## src/rtl/branch_ctrl_if.sv

```systemverilog
// Fetch-side bus between the instruction-fetch stage and the branch controller.
// The fetch stage (master) presents PC/Instr/Zero; the controller (slave)
// answers with redirect, squash and halt requests plus a taken-branch count.
interface branch_ctrl_if;
  logic [7:0] pc;
  logic [8:0] instr;
  logic       instr_valid;
  logic       zero;
  logic       branch;
  logic [7:0] target;
  logic       halt;
  logic       squash;
  logic [7:0] branch_count;

  modport master (
    output pc, instr, instr_valid, zero,
    input  branch, target, halt, squash, branch_count
  );

  modport slave (
    input  pc, instr, instr_valid, zero,
    output branch, target, halt, squash, branch_count
  );
endinterface

```

## src/rtl/branch_ctrl.sv

```systemverilog
// Branch controller: decodes SETT/JMP/BZ/BNZ/HALT from the fetch stream and
// issues one-cycle redirect + squash pulses or a sticky halt to fetch.
//
//   state     | meaning
//   ----------+-------------------------------------------------------------
//   ST_RUN    | decoding valid instructions
//   ST_SQUASH | redirect cycle: Branch/Squash high, instruction on bus ignored
//   ST_HALTED | terminal stop, Halt high, only i_init leaves
module branch_ctrl (
  input  logic          i_clk,
  input  logic          i_init,
  branch_ctrl_if.slave  bus
);

  typedef enum logic [1:0] {
    ST_RUN    = 2'd0,
    ST_SQUASH = 2'd1,
    ST_HALTED = 2'd2
  } state_t;

  localparam logic [3:0] OP_SETT = 4'hA;
  localparam logic [3:0] OP_JMP  = 4'hB;
  localparam logic [3:0] OP_BZ   = 4'hC;
  localparam logic [3:0] OP_BNZ  = 4'hD;
  localparam logic [8:0] INSTR_HALT = 9'h1FF;

  state_t     r_state;
  state_t     w_state_nxt;
  logic [7:0] r_tgt_reg;
  logic [7:0] w_tgt_reg_nxt;
  logic [7:0] r_target;
  logic [7:0] w_target_nxt;
  logic [7:0] r_count;
  logic       w_taken;

  logic [3:0] w_opcode;
  logic [7:0] w_offset;
  logic [7:0] w_rel_target;

  assign w_opcode     = bus.instr[8:5];
  // Relative branches carry a signed 5-bit offset; the 8-bit add wraps mod 256.
  assign w_offset     = {{3{bus.instr[4]}}, bus.instr[4:0]};
  assign w_rel_target = bus.pc + w_offset;

  // State register and datapath registers; i_init overrides any decode this edge.
  always_ff @(posedge i_clk) begin
    if (i_init) begin
      r_state   <= ST_RUN;
      r_tgt_reg <= 8'h00;
      r_target  <= 8'h00;
      r_count   <= 8'h00;
    end else begin
      r_state   <= w_state_nxt;
      r_tgt_reg <= w_tgt_reg_nxt;
      r_target  <= w_target_nxt;
      if (w_taken && (r_count != 8'hFF)) begin
        r_count <= r_count + 8'h01;
      end
    end
  end

  // Decode in RUN only; SQUASH always falls back to RUN, HALTED is sticky.
  always_comb begin
    w_state_nxt   = r_state;
    w_tgt_reg_nxt = r_tgt_reg;
    w_target_nxt  = r_target;
    w_taken       = 1'b0;

    case (r_state)
      ST_RUN: begin
        if (bus.instr_valid) begin
          if (bus.instr == INSTR_HALT) begin
            w_state_nxt = ST_HALTED;
          end else begin
            case (w_opcode)
              OP_SETT: begin
                if (bus.instr[4]) begin
                  w_tgt_reg_nxt = {bus.instr[3:0], r_tgt_reg[3:0]};
                end else begin
                  w_tgt_reg_nxt = {r_tgt_reg[7:4], bus.instr[3:0]};
                end
              end
              OP_JMP: begin
                w_taken      = 1'b1;
                w_target_nxt = r_tgt_reg;
              end
              OP_BZ: begin
                if (bus.zero) begin
                  w_taken      = 1'b1;
                  w_target_nxt = w_rel_target;
                end
              end
              OP_BNZ: begin
                if (!bus.zero) begin
                  w_taken      = 1'b1;
                  w_target_nxt = w_rel_target;
                end
              end
              default: begin
              end
            endcase
            if (w_taken) begin
              w_state_nxt = ST_SQUASH;
            end
          end
        end
      end
      ST_SQUASH: begin
        w_state_nxt = ST_RUN;
      end
      ST_HALTED: begin
        w_state_nxt = ST_HALTED;
      end
      default: begin
        w_state_nxt = ST_RUN;
      end
    endcase
  end

  // Redirect, squash and halt are pure functions of the registered state,
  // so they are glitch-free and Branch can never stay high two cycles.
  assign bus.branch       = (r_state == ST_SQUASH);
  assign bus.squash       = (r_state == ST_SQUASH);
  assign bus.halt         = (r_state == ST_HALTED);
  assign bus.target       = r_target;
  assign bus.branch_count = r_count;

endmodule

```

## src/flat_wrapper.sv

```systemverilog
// flat-port wrapper written by rule: the top's interface ports become plain ports
module branch_ctrl_flat 
  (i_clk, i_init, bus_pc, bus_instr, bus_instr_valid, bus_zero, bus_branch, bus_target, bus_halt, bus_squash, bus_branch_count);
  branch_ctrl_if bus_i ();
  input  logic i_clk;
  input  logic i_init;
  input wire logic [$bits(bus_i.pc)-1:0] bus_pc;
  input wire logic [$bits(bus_i.instr)-1:0] bus_instr;
  input wire logic [$bits(bus_i.instr_valid)-1:0] bus_instr_valid;
  input wire logic [$bits(bus_i.zero)-1:0] bus_zero;
  output wire logic [$bits(bus_i.branch)-1:0] bus_branch;
  output wire logic [$bits(bus_i.target)-1:0] bus_target;
  output wire logic [$bits(bus_i.halt)-1:0] bus_halt;
  output wire logic [$bits(bus_i.squash)-1:0] bus_squash;
  output wire logic [$bits(bus_i.branch_count)-1:0] bus_branch_count;
  assign bus_i.pc = bus_pc;
  assign bus_i.instr = bus_instr;
  assign bus_i.instr_valid = bus_instr_valid;
  assign bus_i.zero = bus_zero;
  assign bus_branch = bus_i.branch;
  assign bus_target = bus_i.target;
  assign bus_halt = bus_i.halt;
  assign bus_squash = bus_i.squash;
  assign bus_branch_count = bus_i.branch_count;
  branch_ctrl u_core (.i_clk(i_clk), .i_init(i_init), .bus(bus_i));
endmodule
```

## config.mk

```make
export PLATFORM = sky130hd
export DESIGN_NAME = branch_ctrl_flat
export DESIGN_NICKNAME = d
export VERILOG_FILES = /design/src/rtl/branch_ctrl_if.sv /design/src/rtl/branch_ctrl.sv /design/src/flat_wrapper.sv
export SDC_FILE = /design/constraint.sdc
export NUM_CORES = 1
export LEC_CHECK = 0
export ABC_AREA = 1
export CORE_MARGIN = 3
export CORE_UTILIZATION = 53
export CTS_CLUSTER_DIAMETER = 30
export DETAILED_ROUTE_END_ITERATION = 16
export PLACE_DENSITY = 0.94
export SLEW_MARGIN = 20
export SYNTH_ARGS = -nofsm -noshare
export SYNTH_HDL_FRONTEND = slang
export SYNTH_SLANG_ARGS = --single-unit
```

## constraint.sdc

```tcl
create_clock -name i_clk -period 2.5 [get_ports i_clk]
set_input_delay 0.5 -clock i_clk [delete_from_list [all_inputs] [get_ports i_clk]]
set_output_delay 0.5 -clock i_clk [all_outputs]
set_load 0.01 [all_outputs]
```

==> results of run 1 <==
stage by stage:
| stage | std cells | instance area (µm²) | hold WS (ns) | setup slack (ns) |
|---|---|---|---|---|
| finish | 316 | 2073 | 0.4739 | 0.5060 |
| CTS | 316 | 2073 | 0.4749 | 0.5349 |
| detailed placement | 312 | 2021 | 0.4564 | 0.2079 |
| global placement | 312 | 2021 | 0.4522 | 0.2799 |
| global route | 316 | 2073 | 0.5054 | 0.3465 |
| floorplan | 246 | 1619 | 0.4422 | 0.8784 |
cells in the final DEF (no fill, tap or decap):
cell              n
bufinv_16         1
a21oi_1          24
nand3_2           2
o21ai_0           9
buf_4             2
nor3_1            3
clkdlybuf4s50_1  39
clkbuf_4          3
nand3b_1          3
fa_1              1
xor2_1            3
or2_0             1
nand2_1          65
nor2_1           26
nand2_2           4
nand4_1           4
nand4_2           1
inv_2             1
ha_1              8
dfxtp_1          26
a31oi_1           1
o21ai_1           2
nor2_4            1
inv_1            31
xnor2_1           2
nand3_1          21
or2_2             1
worst reg2reg max path, stage by stage (launching register included):
cell and delay (ns):
dfxtp_1 0.41, ha_1 0.21, nand2_1 0.09, inv_1 0.09, nand4_2 0.24, nand3_2 0.27, o21ai_0 0.11, a21oi_1 0.13
how the worst max path moves through the flow:
stage	from	endpoint	slack (ns)	depth (start not counted)
CTS	bus_instr[0]	u_core.bus.target[4]	0.53	10
global placement	bus_instr[0]	u_core.bus.target[4]	0.28	10
finish	bus_instr[0]	u_core.bus.target[6]	0.51	11
global route	bus_instr[0]	u_core.bus.target[4]	0.35	10
floorplan	bus_instr[0]	u_core.bus.target[4]	0.88	9
detailed placement	bus_instr[0]	u_core.bus.target[4]	0.21	10
kinds of logic after synthesis:
group,after synthesis,share of synthesized area (%)
and+or+nand+nor,132,36.48
buffers and inverters,38,10.05
xor gates and xnor gates,5,2.705
AOI/OAI and AO/OA,36,11.21
adders and majority gates,9,7.419
DFF,26,32.15
layout make-up:
cell class,instances,area [µm²],area share [%]
sequential,26,520.5,25.11
clock buffer,3,22.52,1.086
multi-input combinational,182,935.9,45.14
tap,31,38.79,1.871
clock inverter,1,30.03,1.448
inverter,32,120.1,5.794
timing repair buffer,41,405.4,19.55
routing by layer:
metal	part of all wire, %	GRT usage (%)	vias up
met4	3.0	10.22	0
met2	50	41.54	55
met3	5.7	5.660	13
met1	41	27.95	768
met5	0	0	-
li1	-	-	870
power by group:
part / total [µW] / leakage [µW] / internal (µW) / switching [µW]
clock network: 296 / 0.0000279 / 163 / 134
registers: 424 / 0.000210 / 420 / 3.41
logic: 168 / 0.000654 / 76.9 / 90.7
total: 887 / 0.000892 / 660 / 228
cell usage after synthesis, drive strengths merged:
cell type	count
nand4	5
or2	2
o21ai	11
nand2	69
ha	8
nor2	27
fa	1
nand3b	3
nor3	3
a21oi	24
buf	4
xnor2	2
xor2	3
inv	32
nand3	23
clkbuf	2
dfxtp	26
a31oi	1
==> out/results.tsv, run 1 <==
metric	value	unit
relSlewSlack	80.09	%
r2r_slack	0.89	ns
synth_cell_type_count	27	
post_cts_resized	0	
numCtsBuffers	3	
slew_violations	0	
syn_area	1619	µm²
max_cap_viol_count	0	
core	2829	µm²
grt_pass1_vias	1629	
nNetsFinal	316	
yosysTopAreaCellShare	32.15	%
yosysWarnings	0	
p_leak	0.0008918	µW
drtAntennaViolNets	0	
ctsRootBufferMaster	clkbuf_4	
grtUsageTotal	23.92	%
setup_violations	0	
syn_area_per_cell	6.582	µm²
dr.pass1.iters	4	
critPathLaunchType	input pin	
synth_fp_nets	276	
area_growth	28.05	%
viasPerCell	5.399	
num-fill-cells	215	
drive_gt1_share	5.614	%
whs_path_depth	2	
routabilityCongestion	0.8524	
row_count	19	
cp_num_buf_inv	3	
cp.arrival	2.26	ns
htree_num_levels	1	
fin_util	73.29	%
r2r_cells	7	
crit_type	input pin to flip-flop	
post_cts_buffers	0	
critPathRequiredTime	2.77	ns
crit_top_cell	nand3_1	
wl_per_cell	12.69	µm
slowest_stage	clkdlybuf4s50_1	
fin_tns_setup	0	ns
min_path_type	flip-flop to flip-flop	
skew	0.02465	ns
cp_max_fo	4	
status	finished clean	
clk_path_buf_depth	2	
finalHoldViolCount	0	
yosysTopAreaCell	dfxtp_1	
clock_latency	0.35	ns
grt_max_degree	18	
drc	0	
cts_tree	yes	
io_buffer_count	39	
reg2reg_from	u_core.bus.branch_count[1]	
die_w	61.27	µm
crit_chain	clkdlybuf4s50_1 > ha_1 > inv_1 > fa_1 > inv_1 > nand3_1 > nand3_1 > nand2_1 > nand3_1 > nand2_1 > a21oi_1	
num_vias	1706	
cts.clk_slew.worst_paths	0.13	ns
grt_pass1_wl	6755	µm
fin_crit_sh	79.76	%
cts.sinks	26	
regToRegEndpoint	u_core.bus.branch_count[0]	
place_hpwl	3106	µm
hold-path-endpoint	u_core.bus.target[7]	
antenna_found_initial	0	
ios	40	
start_util	57.23	%
critPathCaptureType	flip-flop	
power_density	428.1	nW/µm²
grt_overflow_total	0	
max_stage_delay	0.52	ns
ir_worst_vdd	0.0003933	V
routed_wl	4010	µm
cpLargestDelayFamily	buffers and inverters	
min_from	u_core.bus.target[7]	
die_y	61.27	µm
synth_cells	246	
yosys-top-cells-area	dfxtp_1 (32%), nand2_1 (15%), a21oi_1 (7.4%), inv_1 (7.2%), nand3_1 (6.5%)	
postCtsHoldBufs	0	
insertedDiodeCount	0	
dieArea	3754	µm²
drt_iter0_drc	118	
fmax	501.5	MHz
ys_seq_area_share	32.15	%
tightest_slew	0.2983	ns
period_needed	1.994	ns
rsz0062_at_grt	false	
finalPower	887.5	µW
ys_ff_latch	26	
Power figures use the tool's default switching activity.
==> run 2: changes to the inputs <==
CORE_UTILIZATION = 49   (was 53)
PLACE_DENSITY = 0.88   (was 0.94)
clock period = 1.94 ns   (was 2.5 ns; I/O delays follow)
==> run 2 against run 1 <==
- routed wire length decreased by 7.8%
- clock power up 25%
- final area up 4.9%
- die area rose by 7.3%
- via count grew 0.59%
- setup slack got worse by 0.35 ns
- highest routed layer unchanged
- register-to-register slack lost 0.52 ns
- combinational power is 38% higher
- final cell count increased by 7.6%
- hold slack gained 0.0043 ns
- clock skew shrank 0.0088 ns
==> out/results.tsv, run 2 (synthesis gave the netlist of run 1 again) <==
metric	value	unit	change
status	finished clean		
core	3103	µm²	+9.7%
nNetsFinal	327		+3.5%
die_w	63.48	µm	+3.6%
post_dp_cell_area	2120	µm²	+4.9%
routed_wl	3697	µm	-7.8%
cp.arrival	1.40	ns	-0.86 ns
row_count	20		+1
top_usage_layer	met2		
grt_overflow_total	0		unchanged
place_ws	-0.1826	ns	-0.3904 ns
seq_area	520.5	µm²	unchanged
cts.sinks	26		unchanged
drive_gt1_share	9.122	%	+3.5 points
io_buffer_count	39		unchanged
num_vias	1716		+0.59%
area_growth	34.31	%	
critPathCaptureType	primary output		
fmax	559.0	MHz	
clock_latency	0.33	ns	-0.02 ns
cts_tree	yes		
setup_violations	0		unchanged
cts.clk_slew.worst_paths	0.15	ns	+0.02 ns
tightest_slew	0.2725	ns	-0.02573 ns
whs_path_depth	2		unchanged
layout_commonest_cell	nand2_1		
grt_pass1_wl	6313	µm	-6.5%
fin_crit_sh	92.21	%	
wl_per_cell	10.87	µm	-14%
globalRouteMet1Util	22.92	%	-5.0 points
finalHoldViolCount	0		unchanged
period_needed	1.789	ns	
ios	40		unchanged
power_density	528.0	nW/µm²	+23%
rsz0062_at_grt	false		
layout_common_cells	nand2_1 (65), clkdlybuf4s50_1 (38), inv_1 (31)		
numCtsBuffers	3		unchanged
crit_chain	inv_1 > nor2_1 > clkdlybuf4s50_1		
drc	0		unchanged
max_cap_viol_count	0		unchanged
drt_iter0_drc	67		-43%
ir_worst_vdd	0.0005834	V	+48%
cp_max_fo	3		-1
routabilityCongestion	0.8178		-4.1%
critPathLaunchType	flip-flop		
crit_type	flip-flop to primary output		
use_met2	33.64	%	-7.9 points
post-place-cells	336		+7.7%
dieArea	4030	µm²	+7.3%
antenna_found_initial	0		unchanged
fin_area	2175	µm²	+4.9%
dr.pass1.iters	4		unchanged
critPathRequiredTime	1.55	ns	-1.22 ns
ctsRootBufferMaster	clkbuf_4		
max_stage_delay	0.55	ns	+0.03 ns
slew_violations	0		unchanged
r2r_cells	7		unchanged
use_met3	3.922	%	-1.7 points
num-fill-cells	275		+28%
start_util	52.18	%	-5.1 points
post_cts_buffers	0		unchanged
p_leak	0.0009616	µW	+7.8%
slowest_stage	clkdlybuf4s50_1		
die_y	63.48	µm	+3.6%
multi_input_comb_area	935.9	µm²	unchanged
min_path_type	flip-flop to flip-flop		
insertedDiodeCount	0		unchanged
place_hpwl	2965	µm	-4.5%
grt_pass1_vias	1570		-3.6%
htree_num_levels	1		unchanged
setup_ws	0.1511	ns	-0.3549 ns
finalNonFillerCells	340		+7.6%
relSlewSlack	81.81	%	+1.7 points
grtUsageTotal	19.05	%	-4.9 points
grt_max_degree	18		unchanged
clk_path_buf_depth	2		unchanged
drtAntennaViolNets	0		unchanged
skew	0.01588	ns	-0.008774 ns
viasPerCell	5.047		-6.5%
-- run 2: cell types whose count changed in the layout (fill, tap and decap cells not counted), sizes merged --
cell | previous run | this run
buf | 2 | 13
clkdlybuf4s50 | 39 | 38
dlymetal6s2s | 0 | 1
-- run 2: cell type report --
class                   count  share of cell area, %
multi-input cells         182                  43.04
clock inverters             1                  1.381
inverters                  32                  5.524
clock buffers               3                  1.036
well taps                  44                  2.532
flip-flops and latches     26                  23.94
repair buffers             52                  22.55
-- run 2: path summary, 6_finish.rpt --
check | slack, ns | from | to
hold / removal | 0.48 | u_core.r_tgt_reg[6] | u_core.r_tgt_reg[6]
setup reg to reg | 0.37 | u_core.bus.branch_count[1] | u_core.bus.branch_count[4]
setup / recovery | 0.15 | u_core.r_state[0] | bus_squash
hold reg to reg | 0.48 | u_core.r_tgt_reg[6] | u_core.r_tgt_reg[6]
-- run 2: timing repair --
action                                  in CTS  in global routing
resized for setup                            0                  1
endpoints found under the setup margin       0                  1
hold buffers                                 0                  0
-- run 2: power by group --
part	switching (µW)	internal [µW]
clock	161	209
combinational	118	115
sequential	4.10	541
total	283	865
-- run 2: worst max-delay path, delay by kind of cell (launching register included) --
kind,cells,cell delay (ns)
AND/OR/NAND/NOR,1,0.11
flip-flops,1,0.35
buffers and inverters,2,0.61
-- run 2: layer usage --
| layer | vias to the layer above | wire (µm) |
|---|---|---|
| met5 | - | 0 |
| met3 | 2 | 174 |
| met1 | 777 | 1618 |
| met2 | 45 | 1874 |
| li1 | 892 | - |
| met4 | 0 | 29 |
-- run 2: per-stage QoR --
stage,util (%),power (µW),TNS (ns),hold WS (ns)
2_1_floorplan,-,681.3,0,0.4422
3_3_place_gp,68.31,783.6,-0.3965,0.4507
3_5_place_dp,68.31,790.0,-0.7100,0.4582
4_1_cts,70.00,1155,0,0.4765
5_1_grt,70.08,1207,0,0.4951
6_report,70.08,1148,0,0.4782
==> run 3: changes to the inputs <==
GPL_TIMING_DRIVEN = 0   (was unset)
==> run 3 against run 2 <==
- clock skew down 0.0012 ns
- critical path depth is the same
- global-route usage grew 0.46 points
- final cell count is 2.4% lower
- largest power group unchanged
- clock-buffer cell count is 1 higher
- critical path type unchanged
- sequential cell count unchanged
- via count fell by 1.2%
- total power is 10% lower
- fmax down 1.3%
==> out/results.tsv, run 3 (synthesis gave the netlist of run 1 again) <==
metric	value	unit	change
status	finished clean		
grt_pass1_wl	6541	µm	+3.6%
antenna_found_initial	0		unchanged
grt_max_degree	15		-3
fmax	552.0	MHz	-1.3%
finalNonFillerCells	332		-2.4%
switching_power	276.3	µW	-2.3%
cts.clk_slew.worst_paths	0.14	ns	about the same
crit_path_start	u_core.r_state[0]		
row_count	20		unchanged
tightest_slew	0.4672	ns	+0.1947 ns
fin_util	67.66	%	-2.4 points
dr.pass1.iters	5		+1
routed_wl	3717	µm	+0.54%
setup_violations	0		unchanged
io_buffer_count	38		-2.6%
power_density	491.2	nW/µm²	-7.0%
wl_per_cell	11.20	µm	+3.0%
max_cap_viol_count	0		unchanged
layout_commonest_cell	nand2_1		
core	3103	µm²	unchanged
ir_worst_vdd	0.0003700	V	-37%
slew_violations	0		unchanged
place_hpwl	2915	µm	-1.7%
die_w	63.48	µm	unchanged
ctsRootBufferMaster	clkbuf_4		
critPathRequiredTime	1.55	ns	about the same
min_from	bus_instr[0]		
crit_type	flip-flop to primary output		
max_stage_delay	0.55	ns	about the same
post_dp_cell_area	2054	µm²	-3.1%
critPathCaptureType	primary output		
finalHoldViolCount	0		unchanged
period_needed	1.812	ns	+0.02273 ns
p_comb_share	20.7	%	+0.5 points
start_util	52.18	%	unchanged
num_vias	1695		-1.2%
switching_share	26.79	%	+2.2 points
reg2reg_from	u_core.bus.branch_count[0]		
drtAntennaViolNets	0		unchanged
clkPwrFrac	26.3	%	-5.9 points
drive_gt1_share	6.597	%	-2.5 points
cts_tree	yes		
rsz0062_at_grt	false		
crit_chain	inv_1 > nor2_1 > clkdlybuf4s50_1		
slowest_stage	clkdlybuf4s50_1		
clk_path_buf_depth	2		unchanged
grtUsageTotal	19.51	%	+0.46 points
postCtsHoldBufs	0		unchanged
insertedDiodeCount	0		unchanged
die_y	63.48	µm	unchanged
drt_iter0_drc	127		+90%
nNetsFinal	319		-2.4%
setup_ws	0.1284	ns	-0.02273 ns
routabilityCongestion	0.8334		+1.9%
viasPerCell	5.105		+1.2%
grt_pass1_vias	1544		-1.7%
post_cts_buffers	0		unchanged
skew	0.01472	ns	-0.001153 ns
critPathLaunchType	flip-flop		
r2r_slack	0.32	ns	-0.05 ns
min_path_type	input pin to flip-flop		
cp_max_fo	3		unchanged
fin_crit_sh	93.38	%	+1.2 points
p_leak	0.0009264	µW	-3.7%
seqPwrFrac	52.9	%	+5.4 points
fin_area	2100	µm²	-3.5%
dieArea	4030	µm²	unchanged
cts.sinks	26		unchanged
layout_common_cells	nand2_1 (65), clkdlybuf4s50_1 (34), inv_1 (31)		
cp.arrival	1.42	ns	+0.02 ns
area_growth	29.68	%	
htree_num_levels	1		unchanged
internal_power	755.0	µW	-13%
relSlewSlack	68.85	%	-13 points
numCtsBuffers	3		unchanged
clock_latency	0.32	ns	about the same
place_ws	-0.2710	ns	-0.08843 ns
post-place-cells	328		-2.4%
ios	40		unchanged
fin_tns_setup	0	ns	unchanged
post_cts_resized	1		+1
grt_overflow_total	0		unchanged
drc	0		unchanged
## run 3: layout make-up
type                    instances  area [µm²]
flip-flops and latches         26       520.5
plain buffers                   6       42.54
multi-input cells             182       938.4
repair buffers                 38       386.6
well taps                      44       55.05
inverters                      32       120.1
clock buffers                   4       36.28
fillers                       293        1003
## run 3: path summary, 6_finish.rpt
| path | endpoint | depth (start not counted) |
|---|---|---|
| worst max-delay path | bus_branch | 3 |
| worst min-delay path | u_core.r_tgt_reg[0] | 3 |
| worst max register to register | u_core.bus.branch_count[2] | 7 |
| worst min register to register | u_core.bus.target[5] | 2 |
## run 3: critical path, delay by kind of cell (launching register included)
family | cells | cell delay, ns
and+or+nand+nor | 1 | 0.13
DFF | 1 | 0.35
buffers and inverters | 2 | 0.61
## run 3: metrics by stage
stage	hold WS [ns]	power (µW)
after detailed placement	0.4564	770.9
after floorplan	0.4422	681.3
after global routing	0.4104	1092
final	0.3862	1031
after global placement	0.4529	765.6
after CTS	0.4434	1037
## run 3: metal layers
layer | vias up | track usage, % | routed length [µm]
li1 | 875 | - | -
met1 | 778 | 24.59 | 1632
met2 | 42 | 34.81 | 1908
met3 | 0 | 3.922 | 176
met4 | 0 | 2.695 | 0
met5 | - | 0 | 0
## run 3: power by group through the flow
stage	Clock, µW	Combinational (µW)	Sequential (µW)
after detailed placement	0	213	558
after global routing	301	244	547
after global placement	0	208	557
after floorplan	0	122	560
after CTS	278	214	546
final	272	214	546
